File: src/rtl/nibble_serial_adder.sv
`default_nettype none
// ============================================================================
//  Module   : nibble_serial_adder
//  Purpose  : WIDTH-bit adder that time-shares one external 4-bit adder slice,
//             one nibble per cycle, with a registered carry between steps.
//  Revision : 1.0  initial release
// ============================================================================
module nibble_serial_adder #(
   parameter int WIDTH = 16
) (
   input  logic             clk,
   input  logic             rst_n,
   input  logic             start,
   input  logic [WIDTH-1:0] op_a,
   input  logic [WIDTH-1:0] op_b,
   input  logic             cin,
   output logic             busy,
   output logic             done,
   output logic [WIDTH-1:0] sum,
   output logic             cout,
   output logic             ovf,
   output logic [3:0]       add_a,
   output logic [3:0]       add_b,
   output logic             add_cin,
   input  logic [3:0]       add_s,
   input  logic             add_cout
);

   localparam int N    = WIDTH / 4;
   localparam int IDXW = (N > 1) ? $clog2(N) : 1;
   localparam logic [IDXW-1:0] C_LAST = IDXW'(N - 1);

   typedef enum logic [1:0] {
      IDLE = 2'd0,
      ADD  = 2'd1,
      DONE = 2'd2
   } state_t;

   state_t            r_state;
   state_t            w_next;
   logic [WIDTH-1:0]  r_a;
   logic [WIDTH-1:0]  r_b;
   logic [WIDTH-1:0]  r_sum;
   logic              r_carry;
   logic              r_cout;
   logic              r_ovf;
   logic [IDXW-1:0]   r_idx;
   logic              w_accept;
   logic              w_last;

   assign w_accept = (r_state == IDLE) && start;
   assign w_last   = (r_state == ADD) && (r_idx == C_LAST);

   always_ff @(posedge clk or negedge rst_n) begin
      if (!rst_n) begin
         r_state <= IDLE;
      end else begin
         r_state <= w_next;
      end
   end

   always_comb begin
      w_next = r_state;
      case (r_state)
         IDLE:    if (start) w_next = ADD;
         ADD:     if (w_last) w_next = DONE;
         DONE:    w_next = IDLE;
         default: w_next = IDLE;
      endcase
   end

   // The final nibble's add_s[3] is the result MSB, so overflow is decided
   // from the slice output rather than from the not-yet-written r_sum.
   always_ff @(posedge clk or negedge rst_n) begin
      if (!rst_n) begin
         r_a     <= '0;
         r_b     <= '0;
         r_sum   <= '0;
         r_carry <= 1'b0;
         r_cout  <= 1'b0;
         r_ovf   <= 1'b0;
         r_idx   <= '0;
      end else if (w_accept) begin
         r_a     <= op_a;
         r_b     <= op_b;
         r_carry <= cin;
         r_idx   <= '0;
      end else if (r_state == ADD) begin
         for (int n = 0; n < N; n++) begin
            if (r_idx == IDXW'(n)) begin
               r_sum[4*n +: 4] <= add_s;
            end
         end
         r_carry <= add_cout;
         r_idx   <= r_idx + 1'b1;
         if (w_last) begin
            r_cout <= add_cout;
            r_ovf  <= (r_a[WIDTH-1] == r_b[WIDTH-1]) && (add_s[3] != r_a[WIDTH-1]);
         end
      end
   end

   always_comb begin
      add_a   = 4'd0;
      add_b   = 4'd0;
      add_cin = 1'b0;
      if (r_state == ADD) begin
         add_cin = r_carry;
         for (int n = 0; n < N; n++) begin
            if (r_idx == IDXW'(n)) begin
               add_a = r_a[4*n +: 4];
               add_b = r_b[4*n +: 4];
            end
         end
      end
   end

   assign busy = (r_state != IDLE);
   assign done = (r_state == DONE);
   assign sum  = r_sum;
   assign cout = r_cout;
   assign ovf  = r_ovf;

endmodule
`default_nettype wire

File: config.mk
export PLATFORM = sky130hd
export DESIGN_NAME = nibble_serial_adder
export DESIGN_NICKNAME = d
export VERILOG_FILES = /design/src/rtl/nibble_serial_adder.sv
export SDC_FILE = /design/constraint.sdc
export NUM_CORES = 1
export LEC_CHECK = 0
export ABC_CLOCK_PERIOD_IN_PS = 2900
export CAP_MARGIN = 40
export CORE_ASPECT_RATIO = 1.1
export CORE_MARGIN = 5
export CORE_UTILIZATION = 45
export DETAILED_ROUTE_END_ITERATION = 16
export PLACE_DENSITY = 0.79
export SLEW_MARGIN = 20
export SYNTH_ARGS = -nofsm -noshare
export SYNTH_HDL_FRONTEND = slang
export SYNTH_SLANG_ARGS = --single-unit
File: constraint.sdc
create_clock -name clk -period 2.9 [get_ports clk]
set_clock_uncertainty 0.15 [all_clocks]
set_input_delay 0.58 -clock clk [delete_from_list [all_inputs] [get_ports clk]]
set_output_delay 0.58 -clock clk [all_outputs]
set_load 0.01 [all_outputs]
==> results of run 1 <==
==> cell usage after synthesis <==
cell | instances | area share (%)
nand3b_2 | 1 | 0.45
nor3b_2 | 1 | 0.50
nor2_1 | 1 | 0.15
clkbuf_1 | 3 | 0.45
o32ai_1 | 2 | 0.70
inv_1 | 4 | 0.60
and2_1 | 1 | 0.25
a21oi_1 | 1 | 0.20
clkbuf_2 | 2 | 0.40
or2b_1 | 1 | 0.30
nand3_1 | 8 | 1.6
dfrtp_1 | 55 | 55
buf_2 | 3 | 0.60
nand2_1 | 103 | 16
or3b_1 | 1 | 0.35
nor2b_1 | 2 | 0.50
buf_4 | 1 | 0.30
buf_6 | 5 | 2.3
ha_1 | 4 | 2.0
and2b_1 | 1 | 0.30
o31ai_1 | 7 | 2.1
nand2_4 | 1 | 0.45
and3b_1 | 1 | 0.35
or2_2 | 1 | 0.25
nor2b_4 | 1 | 0.55
mux2_4 | 4 | 2.4
o21ai_0 | 11 | 2.2
a221oi_1 | 8 | 2.8
a22oi_1 | 1 | 0.30
mux2_2 | 13 | 5.9
==> report_power, final <==
| part | switching (mW) | leakage (nW) | internal [mW] |
|---|---|---|---|
| Combinational | 0.912 | 0.932 | 0.983 |
| Clock | 0.241 | 0.0412 | 0.169 |
| Sequential | 0.217 | 0.669 | 1.14 |
| Total | 1.37 | 1.64 | 2.30 |
==> registers in the layout, indices dropped and copies added (netlist names) <==
register,count
r_a,16
ovf,1
r_carry,1
r_b,16
r_idx,2
sum,16
cout,1
r_state,2
==> layout make-up <==
cell class	count	area, um2
Timing Repair Buffer	84	804.5
Multi-Input combinational cell	175	1017
Fill cell	462	2003
Sequential cell	55	1376
Inverter	4	15.01
Tap cell	75	93.84
Clock inverter	2	12.51
Clock buffer	6	72.57
==> critical path: stages (launching register included) <==
cell           delay (ps)
dfrtp_1               400
inv_1                  80
ha_1                  220
nor2b_4               140
buf_4                 160
a221oi_1              310
o32ai_1               140
dlygate4sd2_1         300
==> cells in the final DEF, fill, tap and decap left out, types with 2 or more instances in the layout <==
cell | synthesis | final
nand2_1 | 103 | 103
clkdlybuf4s50_1 | 0 | 60
dfrtp_1 | 55 | 55
buf_4 | 1 | 14
mux2_2 | 13 | 13
o21ai_0 | 11 | 11
a221oi_1 | 8 | 8
nand3_1 | 8 | 8
o31ai_1 | 7 | 7
clkbuf_8 | 0 | 5
dlygate4sd2_1 | 0 | 5
mux2_4 | 4 | 4
inv_1 | 4 | 3
ha_1 | 4 | 3
nor2b_4 | 1 | 2
o32ai_1 | 2 | 2
dlymetal6s2s_1 | 0 | 2
==> per-layer routing <==
metal | share of wire [%] | vias up | GRT usage (%)
met1 | 42 | 948 | 22.52
met5 | 0 | - | 0
met2 | 48 | 60 | 29.35
met4 | 0.86 | 0 | 4.608
li1 | - | 971 | -
met3 | 9.2 | 7 | 7.510
==> cell families after synthesis <==
group           count (synthesis)  share of synthesized area, %
fa+ha+maj                       4                         2.008
buf+inv                        18                         4.618
compound gates                 30                         8.333
flops                          55                         55.22
mux                            17                         8.283
simple gates                  124                         21.54
==> timing repair <==
action | in CTS | in global routing
hold buffers | 0 | 0
buffers inserted | 5 | 2
pin swaps | 0 | 1
gates resized for setup | 10 | 5
setup endpoints to repair | 8 | 6
==> path summary, 6_finish.rpt <==
check,endpoint,slack [ps],depth (start not counted)
worst max register to register,sum[12],1010,5
worst min register to register,r_b[10],330,2
min in group clk,r_b[10],330,2
worst max-delay path,add_b[3],110,7
max in group asynchronous,r_a[5],1920,2
worst min-delay path,sum[11],240,2
==> results.md, run 1 <==
* Final Net Count at 370
* Layout cells sized above 1 at 15.03%
* Total power at 3.666 mW
* Design Area, Final at 3392 um2
* Hold Vio Cnt, Final at 0
* CP Capture Type: output pin
* Relative slew slack at 55.04%
* DRC viols at 0
* GPL Wtd Cong at 0.7763
* CTS H-Tree Depth at 2
* Max Cap Violations at 0
* Pin count of the biggest net entering global routing at 56
* Drt wl/cell at 15.00 um
* Setup WS post-layout at 113.4 ps
* Grt ovf at 0
* DP HPWL at 4365 um
* Status: finished clean
* 1st-iter DRT viols at 120
* CTS buffer count at 5
* First-pass GRT wire length at 9860 um
* Die footprint at 7129 um2
* Vias at 1986
* Pre-CTS setup slack at -64.03 ps
* Clk_lat worst skew at 310 ps
* CP startpoint: r_idx[0]
* Final std cells w/o fill at 401
* Upper clock frequency limit at 358.9 MHz
* Die height at 88.06 um
* CP max FO at 5
* Reg2reg start: r_idx[0]
* Initial antenna violation count at 0
* Clk buf depth at 2
* CTS tree: done
* GRT Overall Usage at 18.13%
* Avg Cell Area, Syn at 10.05 um2
* CP required at 2170 ps
* Number of synthesized register bits at 55
* Die width at 80.96 um
* Worst Hold Class: in -> async
* Pins over their slew limit at 0
* Setup_tns at 0 ps
* Rows at 28
* Clock Root Buffer: clkbuf_8
* Final Cycle Share at 96.09%
* Worst hold slack at 242.3 ps
* Sequential area share after synthesis at 55.22%
* Post-DP Area at 3251 um2
* Cell count after synthesis at 248
* Syn Std Cell Area at 2492 um2
* WL final at 6016 um
* Inst Count DP at 386
* Drt pass-1 iters at 4
* I/O Buffers at 69
* RSZ-0062 raised after global routing: no
* Post-route minimum period at 2787 ps
* Arrival time at the worst endpoint at 2060 ps
* Core Area at 5395 um2
* Type of the worst setup path: reg -> out
* Final setup fails at 0
* Static Leak at 1.642 nW
* Synth cell types at 30
* Max rail drop VDD at 0.6624 mV
* Area growth, synth to finish at 36.09%
* Top-level I/O count at 70
* Clock-pin slew on the worst setup and hold paths at 100 ps
* Slew @ Worst Pin at 674.4 ps
* Post-route ant nets at 0
* Post-DR vias/cell at 4.953
* Yosys warnings at 0
* Mapped Nets at 293
* Starting Density at 46.20%
* PwrDens at 1081 nW/um2
* Number of global-route vias before repair at 2083
* N_diodes at 0
* Utilization after layout at 62.87%
* Clk sinks at 55
* Crit start category: register
No activity file was read; power rests on OpenSTA's default activity.
==> run 2: changes to the inputs <==
--- a/config.mk
+++ b/config.mk
@@ -5,6 +5,7 @@
 export SDC_FILE = /design/constraint.sdc
 export NUM_CORES = 1
 export LEC_CHECK = 0
+export ABC_AREA = 1
 export ABC_CLOCK_PERIOD_IN_PS = 2900
 export CAP_MARGIN = 40
 export CORE_ASPECT_RATIO = 1.1
@@ -12,6 +13,7 @@
 export CORE_UTILIZATION = 45
 export DETAILED_ROUTE_END_ITERATION = 16
 export PLACE_DENSITY = 0.79
+export REMOVE_ABC_BUFFERS = 1
 export SLEW_MARGIN = 20
 export SYNTH_ARGS = -nofsm -noshare
 export SYNTH_HDL_FRONTEND = slang
==> run 2 against run 1 <==
  * Sequential power about the same
  * Total power down 2.9%
  * Critical path type unchanged
  * Core utilization down 0.21 points
  * Register-to-register slack worse by 140 ps
==> results.md, run 2 <==
* Rows at 28
* Slew @ Worst Pin at 644.7 ps
* Layout cells sized above 1 at 6.842%
* CP Capture Type: output pin
* DP HPWL at 4468 um
* Synth top area share at 55.19%
* Arrival time at the worst endpoint at 2030 ps
* Top-level I/O count at 70
* Die footprint at 7132 um2
* Post-route minimum period at 2760 ps
* Reg2reg start: r_state[0]
* Fillers at 490
* Pin count of the biggest net entering global routing at 36
* Cell count after synthesis at 311
* Synth Flop Type: dfrtp_1
* Area growth, synth to finish at 35.57%
* Synth Area in Simple Gates at 31.71%
* Static Leak at 1.688 nW
* Drt pass-1 iters at 4
* CTS tree: done
* Final setup fails at 0
* Post-CTS Setup Bufs at 0
* Top cells by count, synth: 129 x nand2_1, 55 x dfrtp_1, 43 x nand3_1, 18 x nor2_1, 15 x inv_1
* Hold Vio Cnt, Final at 0
* Clk buf depth at 2
* Core Area at 5395 um2
* Number of synthesized register bits at 55
* Multi-input combinational cell area at 1003 um2
* Max rail drop VDD at 0.6681 mV
* Worst Reg2Reg Path Length in Cells at 4
* Largest family of logic cells by synthesized area: simple AND/OR/NAND/NOR gates
* Final Net Count at 425
* Multiplexer area fraction after synthesis at 0%
* CP max FO at 9
* XOR/XNOR Fraction of Synth Area at 0%
* Met2 routed WL at 2865 um
* Worst Hold Class: reg -> reg
* Post-synth top area cell: dfrtp_1
* Clock-pin slew on the worst setup and hold paths at 90 ps
* 1st-iter DRT viols at 114
* First-pass GRT wire length at 9818 um
* Seq. cell area at 1378 um2
* Worst r2r dst: r_b[15]
* Compound-Gate Fraction of Synth Area at 5.820%
* Post-synth ARST share at 100.0%
* CP required at 2170 ps
* Clk_lat worst skew at 310 ps
* CTS H-Tree Depth at 2
* Vias at 2200
* Upper clock frequency limit at 362.3 MHz
* PwrDens at 1053 nW/um2
* Wl on met1 at 2600 um
* Hold Path Depth at 2
* Starting Density at 46.22%
* Most frequent cells in the layout: 129 x nand2_1, 68 x clkdlybuf4s50_1, 54 x dfrtp_1, 42 x nand3_1, 18 x nor2_1
* Most common cell after layout, fill and taps aside: nand2_1
* Yosys warnings at 0
* Post-synth EDFFs at 0
* Crit start category: register
* Type of the worst setup path: reg -> out
* Pins over their slew limit at 0
* N_diodes at 0
* Sequential area share after synthesis at 55.19%
* Die width at 80.98 um
* Setup WS post-layout at 140.0 ps
* Clk sinks at 55
* Most area-consuming cells after synthesis: dfrtp_1 55%, nand2_1 19%, nand3_1 8.6%, o21ai_0 2.8%, nor2_1 2.7%
* Setup_tns at 0 ps
* Number of global-route vias before repair at 2175
* Top Layer Used: met4
* Initial antenna violation count at 0
* Syn Std Cell Area at 2494 um2
* Avg Cell Area, Syn at 8.018 um2
* Status: finished clean
* RSZ-0062 raised after global routing: no
* I/O Buffers at 69
* GPL Wtd Cong at 0.8170
* Post-route ant nets at 0
* Grt ovf at 0
* Max Cap Violations at 0
* Final Cycle Share at 95.17%
* R2R Setup Slk at 870 ps
* Synth cell types at 17
* Synth Area in Adders at 2.007%
* Clock Root Buffer: clkbuf_8
* Worst Hold End: r_a[2]
* Relative slew slack at 56.87%
* Pre-CTS setup slack at 269.5 ps
* Most numerous cell in the Yosys netlist: nand2_1
* Die height at 88.08 um
* DRC viols at 0
* GRT Overall Usage at 17.72%
* Worst hold slack at 330.4 ps
* WL final at 5935 um
* Drt wl/cell at 13.04 um
* CTS buffer count at 5
* Min-delay src: r_a[2]
* Post-DR vias/cell at 4.835
* Met3 Routed Length at 404 um
[run 2: changes by cell type in the layout (fill, tap and decap cells not counted), sizes merged, moves of 8 or more]
cell           delta
mux2             -17
clkdlybuf4s50     +8
nand3            +35
inv              +12
nor2             +19
nand2            +26
buf               -8
a221oi            -8
[run 2: report_power, final]
| group | internal [mW] | switching [mW] | leakage [nW] |
|---|---|---|---|
| Clock | 0.193 | 0.241 | 0.0477 |
| Sequential | 1.14 | 0.226 | 0.676 |
| Combinational | 0.803 | 0.960 | 0.965 |
| Total | 2.13 | 1.43 | 1.69 |
[run 2: layer usage]
layer  GRT usage (%)  vias up
li1                -     1118
met1           23.19      998
met2           29.65       76
met3           4.115        8
met4           4.608        0
met5               0        -
[run 2: final cells by class]
| cell class | instances | share of cell area (%) |
|---|---|---|
| flip-flops and latches | 55 | 40.75 |
| multi-input cells | 225 | 29.68 |
| repair buffers | 77 | 22.13 |
| well taps | 75 | 2.776 |
| clock buffers | 6 | 2.443 |
| inverters | 16 | 1.962 |
| clock inverters | 1 | 0.2591 |
[run 2: through the flow]
stage | cells | power (mW) | util, % | cell area [um2]
2_1_floorplan | 296 | 2.276 | - | 2422
4_1_cts | 455 | 3.558 | 62.24 | 3358
5_1_grt | 455 | 3.869 | 62.66 | 3381
3_3_place_gp | 447 | 3.047 | 60.32 | 3254
6_report | 455 | 3.560 | 62.66 | 3381
3_5_place_dp | 447 | 3.115 | 60.32 | 3254
[run 2: cells by family (layout without fill, tap and decap cells)]
| kind of cell | count (synthesis) | count (layout) |
|---|---|---|
| AOI/OAI and AO/OA | 28 | 28 |
| and+or+nand+nor | 193 | 193 |
| buffers and inverters | 31 | 100 |
| DFF | 55 | 55 |
| adders and majority gates | 4 | 4 |
[run 2: how the worst max path moves through the flow]
stage | start | end | slack [ps]
floorplan | r_state[0] | r_a[15] | 760
global placement | r_idx[1] | add_a[1] | 300
detailed placement | r_idx[1] | add_b[3] | 270
CTS | r_idx[0] | add_b[3] | 20
global route | r_idx[0] | add_b[1] | 7
finish | r_idx[0] | add_b[0] | 140
[run 2: critical path, stage by stage, from the launching register on]
cell             delay (ps)
dfrtp_1                 430
inv_1                    90
ha_1                    230
buf_4                   180
a21oi_1                 130
nand2_1                  80
nand2_1                  70
nand2_1                  60
clkdlybuf4s50_1         480
[run 2: timing repair]
item / CTS / global route
endpoints found under the setup margin: 8 / 8
resized for setup: 2 / 7
hold buffers: 1 / 0
gates cloned: 0 / 0
pin swaps: 0 / 0
endpoints found under the hold margin: 8 / 0
==> run 3: changes to the inputs <==
--- a/config.mk
+++ b/config.mk
@@ -13,7 +13,6 @@
 export CORE_UTILIZATION = 45
 export DETAILED_ROUTE_END_ITERATION = 16
 export PLACE_DENSITY = 0.79
-export REMOVE_ABC_BUFFERS = 1
 export SLEW_MARGIN = 20
 export SYNTH_ARGS = -nofsm -noshare
 export SYNTH_HDL_FRONTEND = slang
==> run 3 against run 2 <==
  * Via count down 0.23%
  * First-iteration DRC count up 3.5%
  * Setup slack better by 10 ps
  * Die area unchanged
  * Clock power up 18%
  * Final cell count up 0.22%
  * Count of clock-buffer cells in the layout unchanged
  * Combinational power about the same
  * Register-to-register slack better by 70 ps
  * Largest cell class unchanged
  * Highest routed layer unchanged
==> results.md, run 3 (synthesized netlist as in run 2, its figures left out) <==
* Upper clock frequency limit at 363.7 MHz
* Sw Share at 39.05%
* Pin count of the biggest net entering global routing at 36
* Die width at 80.98 um
* Hold buffers post-CTS at 0
* GPL Wtd Cong at 0.8512
* PwrDens at 1062 nW/um2
* RSZ-0062 raised after global routing: no
* Post-route ant nets at 0
* Rows at 28
* CP max FO at 9
* Max rail drop VDD at 0.4722 mV
* Static Leak at 1.743 nW
* Setup_tns at 0 ps
* Post-route minimum period at 2750 ps
* Crit start category: register
* Number of global-route vias before repair at 2221
* Pre-CTS setup slack at 355.2 ps
* Clock power frac at 14.1%
* Final Cycle Share at 94.82%
* 1st-iter DRT viols at 118
* Clock-pin slew on the worst setup and hold paths at 90 ps
* Hold Vio Cnt, Final at 0
* Clock Root Buffer: clkbuf_8
* Layout cells sized above 1 at 7.087%
* Post-DR vias/cell at 4.814
* Die footprint at 7132 um2
* Design Area, Final at 3425 um2
* I/O Buffers at 69
* Final std cells w/o fill at 456
* Met1 Track Usage GR at 22.51%
* CTS buffer count at 5
* Grt ovf at 0
* Most frequent cells in the layout: 129 x nand2_1, 66 x clkdlybuf4s50_1, 54 x dfrtp_1, 42 x nand3_1, 18 x nor2_1
* Pins over their slew limit at 0
* Comb pwr share at 48.5%
* Arrival time at the worst endpoint at 2020 ps
* Most common cell after layout, fill and taps aside: nand2_1
* CTS H-Tree Depth at 2
* Clk buf depth at 2
* Met3 usage at 4.733%
* Core Area at 5395 um2
* CP Capture Type: output pin
* WL final at 6050 um
* Clk sinks at 55
* Worst Hold Class: in -> async
* CTS tree: done
* Post-CTS Setup Bufs at 0
* Inst Count DP at 448
* Die height at 88.08 um
* Final Net Count at 425
* Initial antenna violation count at 0
* Starting Density at 46.22%
* Slew @ Worst Pin at 597.0 ps
* GRT Overall Usage at 18.40%
* Final setup fails at 0
* DP HPWL at 4522 um
* Sequential share of power at 37.4%
* Area growth, synth to finish at 37.33%
* GR Util met2 at 32.41%
* Setup WS post-layout at 150.3 ps
* Max Cap Violations at 0
* Int Power at 2.218 mW
* Worst hold slack at 82.82 ps
* Mapped Nets at 356
* Clk_lat worst skew at 300 ps
* Post-DP Area at 3282 um2
* GRT busiest layer: met2
* CP required at 2170 ps
* Utilization after layout at 63.47%
* DRC viols at 0
* First-pass GRT wire length at 10110 um
* Sw Pwr at 1.421 mW
* N_diodes at 0
* Drt pass-1 iters at 4
* Type of the worst setup path: reg -> out
* Top-level I/O count at 70
* Fillers at 495
* Drt wl/cell at 13.27 um
* Vias at 2195
* Relative slew slack at 60.06%
* Status: finished clean
* Total power at 3.638 mW
-- run 3: changes by cell type in the layout (fill, tap and decap cells not counted), sizes merged --
cell | previous run | this run
clkinv | 0 | 1
dlymetal6s2s | 0 | 2
clkdlybuf4s50 | 68 | 66
bufinv | 0 | 1
dlygate4sd3 | 1 | 0
buf | 8 | 9
inv | 16 | 15
-- run 3: routing by layer --
layer,routed length [um],part of all wire [%]
met5,0,0
met4,75,1.2
met3,417,6.9
met2,2973,49
met1,2583,43
-- run 3: timing repair --
action,in CTS,in global routing
resized for setup,0,9
endpoints found under the setup margin,0,8
endpoints found under the hold margin,0,0
-- run 3: worst paths after layout --
check,start,endpoint,slack [ps],depth (start not counted)
worst min register to register,r_a[2],r_a[2],330,2
worst max register to register,r_state[0],r_b[15],940,4
max in group asynchronous,rst_n,r_b[4],1840,3
min in group clk,r_a[2],r_a[2],330,2
worst max-delay path,r_idx[0],add_a[3],150,8
worst min-delay path,rst_n,sum[6],80,1
-- run 3: final cells by class --
class / count / area [um2] / share of cell area, %
Sequential cell: 55 / 1378 / 40.23
Inverter: 16 / 63.81 / 1.863
Clock inverter: 2 / 35.03 / 1.023
Multi-Input combinational cell: 225 / 1001 / 29.23
Timing Repair Buffer: 77 / 770.7 / 22.51
Clock buffer: 6 / 82.58 / 2.411
Tap cell: 75 / 93.84 / 2.740
-- run 3: worst max-delay path: stages, from the launching register on --
cell and delay [ps]:
dfrtp_1 420, inv_1 90, ha_1 230, buf_4 180
a21oi_1 110, nand2_1 90, nand2_1 70, nand2_1 50
clkdlybuf4s50_1 490
-- run 3: power by group through the flow --
stage	clock network, mW	logic, mW	registers [mW]
after floorplan	0	0.940	1.38
after global placement	0	1.70	1.35
after CTS	0.530	1.77	1.35
after detailed placement	0	1.75	1.37
final	0.513	1.76	1.36
after global routing	0.563	1.99	1.41
